<file path="config.mk">
export PLATFORM = sky130hd
export DESIGN_NAME = matrix_scan_capture
export DESIGN_NICKNAME = d
export VERILOG_FILES = /design/src/rtl/matrix_scan_capture.sv
export SDC_FILE = /design/constraint.sdc
export NUM_CORES = 1
export LEC_CHECK = 0
export ABC_AREA = 0
export CORE_ASPECT_RATIO = 0.75
export CORE_UTILIZATION = 35
export CTS_CLUSTER_DIAMETER = 80
export DETAILED_ROUTE_END_ITERATION = 10
export PLACE_DENSITY_LB_ADDON = 0.08
export RECOVER_POWER = 25
export SLEW_MARGIN = 20
export SYNTH_ARGS = -nofsm -noshare
export SYNTH_HDL_FRONTEND = slang
export SYNTH_SLANG_ARGS = --single-unit
</file>
<file path="constraint.sdc">
create_clock -name clk -period 20.9 [get_ports clk]
set_input_delay 4.18 -clock clk [delete_from_list [all_inputs] [get_ports clk]]
set_output_delay 4.18 -clock clk [all_outputs]
set_load 0.01 [all_outputs]
</file>
<file path="src/rtl/matrix_scan_capture.sv">
`default_nettype none
// ============================================================================
// Module      : matrix_scan_capture
// Description : Rebuilds a 16x16 LED frame from the multiplexed row/column scan
//               into a double-buffered frame store with a registered read port.
// Revision    : 1.0 - initial release
// ============================================================================
module matrix_scan_capture #(
    parameter int N       = 16,
    parameter bit ROW_ACT = 1'b1,
    parameter bit COL_ACT = 1'b0,
    parameter int STABLE  = 4,
    localparam int IW     = $clog2(N)
) (
    input  logic          clk,
    input  logic          rst,
    input  logic [N-1:0]  scan_row,
    input  logic [N-1:0]  scan_col,
    input  logic [IW-1:0] rd_addr,
    output logic [N-1:0]  rd_data,
    output logic          frame_valid,
    output logic [7:0]    frame_cnt,
    output logic          err_multi
);

    localparam logic [1:0]   S_IDLE    = 2'd0;
    localparam logic [1:0]   S_SETTLE  = 2'd1;
    localparam logic [1:0]   S_HOLD    = 2'd2;
    localparam logic [7:0]   STAB_LAST = 8'(STABLE - 1);
    localparam logic [N-1:0] ONE       = {{(N-1){1'b0}}, 1'b1};
    localparam logic [N-1:0] ROW_BLANK = ROW_ACT ? {N{1'b0}} : {N{1'b1}};
    localparam logic [N-1:0] COL_DARK  = COL_ACT ? {N{1'b0}} : {N{1'b1}};

    logic [N-1:0]  row_q;
    logic [N-1:0]  col_q;
    logic [N-1:0]  w_r;
    logic [N-1:0]  w_c;
    logic          w_blank;
    logic          w_multi;
    logic          w_valid;
    logic          w_same;
    logic [IW-1:0] w_idx;

    logic [1:0]    state_q, state_d;
    logic [N-1:0]  cur_row_q, cur_row_d;
    logic [7:0]    stab_q, stab_d;
    logic [N-1:0]  seen_q, seen_d;
    logic          err_q, err_d;
    logic          w_cap;
    logic          w_commit;

    logic [N-1:0]  work_buf_q [N];
    logic [N-1:0]  disp_buf_q [N];
    logic [N-1:0]  rd_data_q;
    logic          frame_valid_q;
    logic [7:0]    frame_cnt_q;

    // Input stage: everything downstream works on these registered copies
    always_ff @(posedge clk) begin
        if (rst) begin
            row_q <= ROW_BLANK;
            col_q <= COL_DARK;
        end else begin
            row_q <= scan_row;
            col_q <= scan_col;
        end
    end

    assign w_r = ROW_ACT ? row_q : ~row_q;
    assign w_c = COL_ACT ? col_q : ~col_q;

    always_comb begin
        w_idx = '0;
        for (int i = 0; i < N; i++) begin
            if (w_r[i]) begin
                w_idx = IW'(i);
            end
        end
    end

    // Clearing the lowest set bit leaves something only for multi-hot rows
    assign w_blank = (w_r == '0);
    assign w_multi = !w_blank && ((w_r & (w_r - ONE)) != '0);
    assign w_valid = !w_blank && !w_multi;
    assign w_same  = (w_r == cur_row_q);

    always_comb begin
        state_d   = state_q;
        cur_row_d = cur_row_q;
        stab_d    = stab_q;
        w_cap     = 1'b0;
        case (state_q)
            S_IDLE: begin
                if (w_valid) begin
                    cur_row_d = w_r;
                    stab_d    = 8'd1;
                    state_d   = S_SETTLE;
                end
            end
            S_SETTLE, S_HOLD: begin
                if (w_same) begin
                    if (state_q == S_SETTLE) begin
                        if (stab_q >= STAB_LAST) begin
                            w_cap   = 1'b1;
                            state_d = S_HOLD;
                        end
                        if (stab_q != 8'hFF) begin
                            stab_d = stab_q + 8'd1;
                        end
                    end
                end else if (w_valid) begin
                    cur_row_d = w_r;
                    stab_d    = 8'd1;
                    state_d   = S_SETTLE;
                end else begin
                    stab_d  = 8'd0;
                    state_d = S_IDLE;
                end
            end
            default: begin
                stab_d  = 8'd0;
                state_d = S_IDLE;
            end
        endcase
    end

    // A commit fires the cycle after the last missing row is captured
    assign w_commit = (seen_q == {N{1'b1}});
    assign err_d    = err_q | w_multi;

    always_comb begin
        seen_d = w_commit ? '0 : seen_q;
        if (w_cap) begin
            seen_d[w_idx] = 1'b1;
        end
    end

    always_ff @(posedge clk) begin
        if (rst) begin
            state_q       <= S_IDLE;
            cur_row_q     <= '0;
            stab_q        <= 8'd0;
            seen_q        <= '0;
            err_q         <= 1'b0;
            rd_data_q     <= '0;
            frame_valid_q <= 1'b0;
            frame_cnt_q   <= 8'd0;
            for (int i = 0; i < N; i++) begin
                work_buf_q[i] <= '0;
                disp_buf_q[i] <= '0;
            end
        end else begin
            state_q       <= state_d;
            cur_row_q     <= cur_row_d;
            stab_q        <= stab_d;
            seen_q        <= seen_d;
            err_q         <= err_d;
            rd_data_q     <= disp_buf_q[rd_addr];
            frame_valid_q <= w_commit;
            if (w_cap) begin
                work_buf_q[w_idx] <= w_c;
            end
            if (w_commit) begin
                frame_cnt_q <= frame_cnt_q + 8'd1;
                for (int i = 0; i < N; i++) begin
                    disp_buf_q[i] <= work_buf_q[i];
                end
            end
        end
    end

    assign rd_data     = rd_data_q;
    assign frame_valid = frame_valid_q;
    assign frame_cnt   = frame_cnt_q;
    assign err_multi   = err_q;

endmodule
`default_nettype wire
</file>
==> impl_metrics.csv <==
group,metric,value,unit
outcome,status,"finished, violations left",
outcome,violations,"capacitance limit, slew limit",
cts,cts_buffers,66,
detailed_routing,finalWirelength,59500,um
logic_synthesis,syn_nets,1730,
setup_path,end_kind,"flip-flop",
cells_and_area,multi_input_area,6380,um2
grt,grt.total_usage,17.1,%
detailed_routing,drc,0,
sta,setup_viol,0,
power,p_clk_share,43.1,%
cts,htree_levels,3,
cells_and_area,layout_common_cells,"edfxtp_1, nor2_1, and3_1",
detailed_routing,via_per_inst,4.97,
floorplan,initial_core_util,35.5,%
logic_synthesis,synth_cells,1687,
detailed_routing,drt_iter0_drc,1086,
power,ir_worst_vdd,0.0511,mV
setup_path,critical_path_arrival,11.20,ns
floorplan,num_rows,83,
logic_synthesis,syn_avg_cell_area,14.4,um2
cells_and_area,fin_nets,1740,
logic_synthesis,ys.flop_type,"edfxtp_1",
grt,antenna_found_initial,4,
cells_and_area,syn_to_final_growth,14.4,%
sta,rsz0062_at_grt,"false",
flow_run,cap_violations,6,
detailed_routing,wl_met1,29100,um
sta,worstMarginPinSlew,3.73,ns
cells_and_area,antennaDiodeCount,0,
sta,finalHoldWorstSlack,0.442,ns
logic_synthesis,synth_edf_count,512,
sta,timing.setup.tns,0,ns
cts,clock_sinks,612,
power,finalPower,2.70,mW
detailed_routing,ant_nets,0,
power,p_sw_share,21.7,%
place,port_buffers,63,
setup_path,crit_required,21.11,ns
floorplan,dieArea,70700,um2
setup_path,path_max_fanout,67,
cts,cts_tree,"yes",
power,cellInternalPower,2.12,mW
logic_synthesis,syn-cell-area,24400,um2
cts,clk_path_buf_depth,3,
grt,grt_pass1_wl,88900,um
min_path,holdCritPathClass,"reg -> reg",
grt,grt_overflow_total,0,
place,hpwl,35800,um
power,pwr-share-seq,51.9,%
logic_synthesis,ys_ff_latch,612,
grt,grt_max_degree,128,
cts,root_buffer,"clkbuf_16",
floorplan,fp.dieH,230,um
grt,grt_pass1_vias,13500,
cts,cts_resized,0,
sta,fin_skew,0.0187,ns
logic_synthesis,async_reset_ff_share,0,%
cts,clk_latency,0.60,ns
sta,period_share,52.6,%
cells_and_area,nFillCells,6368,
setup_path,worstSetupPathType,"in -> reg",
setup_path,critPathLaunchType,"input port",
detailed_routing,routedWlPerCell,22.2,um
sta,drv_slew,276,
cells_and_area,seq_area,17400,um2
cts,path_clk_slew,0.06,ns
cts,cts_hold_buf,0,
power,powerDensity,97.0,nW/um2
cells_and_area,drive_gt1_share,12.2,%
cells_and_area,fin_util,40.6,%
detailed_routing,wl_met3,2210,um
logic_synthesis,ys_types,53,
power,p_comb_share,5.0,%
floorplan,fp.coreArea,68600,um2
floorplan,die_w,307,um
cells_and_area,final_common_cell,"edfxtp_1",
detailed_routing,first_pass_iters,5,
logic_synthesis,yosysSeqAreaShare,71.3,%
detailed_routing,met2_length,26600,um
cts,cts_setup_buffers,0,
sta,fin_crit,10.99,ns
detailed_routing,top_layer_used,"met5",
power,p_sw,588,uW
sta,fmax,0.0910,GHz
sta,worst_slew_margin_rel,-149,%
floorplan,ios,64,
logic_synthesis,synth_warnings,0,
detailed_routing,vias,13300,
power,total_leakage_power,10.3,nW
sta,finalHoldViolCount,0,
place,place_congestion,0.743,
-- worst max-delay path, cell delays in order --
cell,delay [ns]
clkbuf_1,1.44
clkbuf_1,1.21
clkinvlp_2,1.63
clkbuf_1,1.33
nand2_1,1.32
-- cell type report --
cell class / count / area share [%]
multi-input cells: 923 / 22.9
inverters: 9 / 0.153
well taps: 935 / 4.20
clock buffers: 88 / 6.71
clock inverters: 30 / 0.934
flip-flops and latches: 612 / 62.4
repair buffers: 85 / 2.71
-- cell usage after synthesis (all sizes together), types with 18 or more instances --
cell    number  area share (%)
edfxtp     512              63
nor2       291             4.5
and3       165             4.2
nor2b      117             3.0
clkbuf     109             1.7
dfxtp      100             8.2
mux4        80             7.4
nand2       71             1.1
buf         34            0.67
and2        19            0.49
mux2i       18            0.74
-- registers in the layout (all words and copies together), names as in the netlist --
name	count
col_q	16
cur_row_q	16
disp_buf_q	256
err_multi	1
frame_cnt	8
frame_valid	1
rd_data	16
row_q	16
seen_q	16
stab_q	8
state_q	2
work_buf_q	256
-- path summary, 6_finish.rpt --
check / depth (start not counted) / from / slack (ns) / end
worst max-delay path: 5 / rst / 9.91 / work_buf_q[3][10]$_SDFFCE_PN0P_
worst min-delay path: 2 / seen_q[5]$_SDFF_PP0_ / 0.44 / seen_q[5]$_SDFF_PP0_
worst max register to register: 6 / row_q[4]$_SDFF_PP0_ / 15.17 / work_buf_q[11][14]$_SDFFCE_PN0P_
worst min register to register: 2 / seen_q[5]$_SDFF_PP0_ / 0.44 / seen_q[5]$_SDFF_PP0_
-- stage by stage --
step	std cells	worst slack, ns	cell area, um2
after floorplan	1687	10.52	24400
after detailed placement	2564	13.24	25800
after global routing	2682	8.95	27900
final	2682	9.91	27900
after global placement	2564	13.27	25800
after CTS	2682	13.88	27900
-- logic make-up (layout without fill, tap and decap cells) --
group	Yosys count	in the layout	share of synthesized area, %
XOR/XNOR	21	21	0.755
multiplexers	98	98	8.14
AO/OA/AOI/OAI	51	51	1.39
AND/OR/NAND/NOR	747	747	15.6
flip-flops	612	612	71.3
buffers and inverters	152	212	2.49
adder cells (fa/ha/maj)	6	6	0.298
-- routing by layer --
metal | up-vias | track usage [%]
met5 | - | 0
met4 | 2 | 5.67
met3 | 93 | 2.91
met2 | 229 | 25.9
met1 | 6853 | 24.9
li1 | 6148 | -
-- power by group through the flow --
| stage | sequential, mW | clock (mW) | combinational [mW] |
|---|---|---|---|
| after global routing | 1.41 | 1.25 | 0.148 |
| final | 1.40 | 1.17 | 0.136 |
| after CTS | 1.40 | 1.20 | 0.141 |
| after detailed placement | 1.43 | 0 | 0.140 |
| after floorplan | 1.41 | 0 | 0.0946 |
| after global placement | 1.43 | 0 | 0.140 |
(Power assumes the default switching activity.)
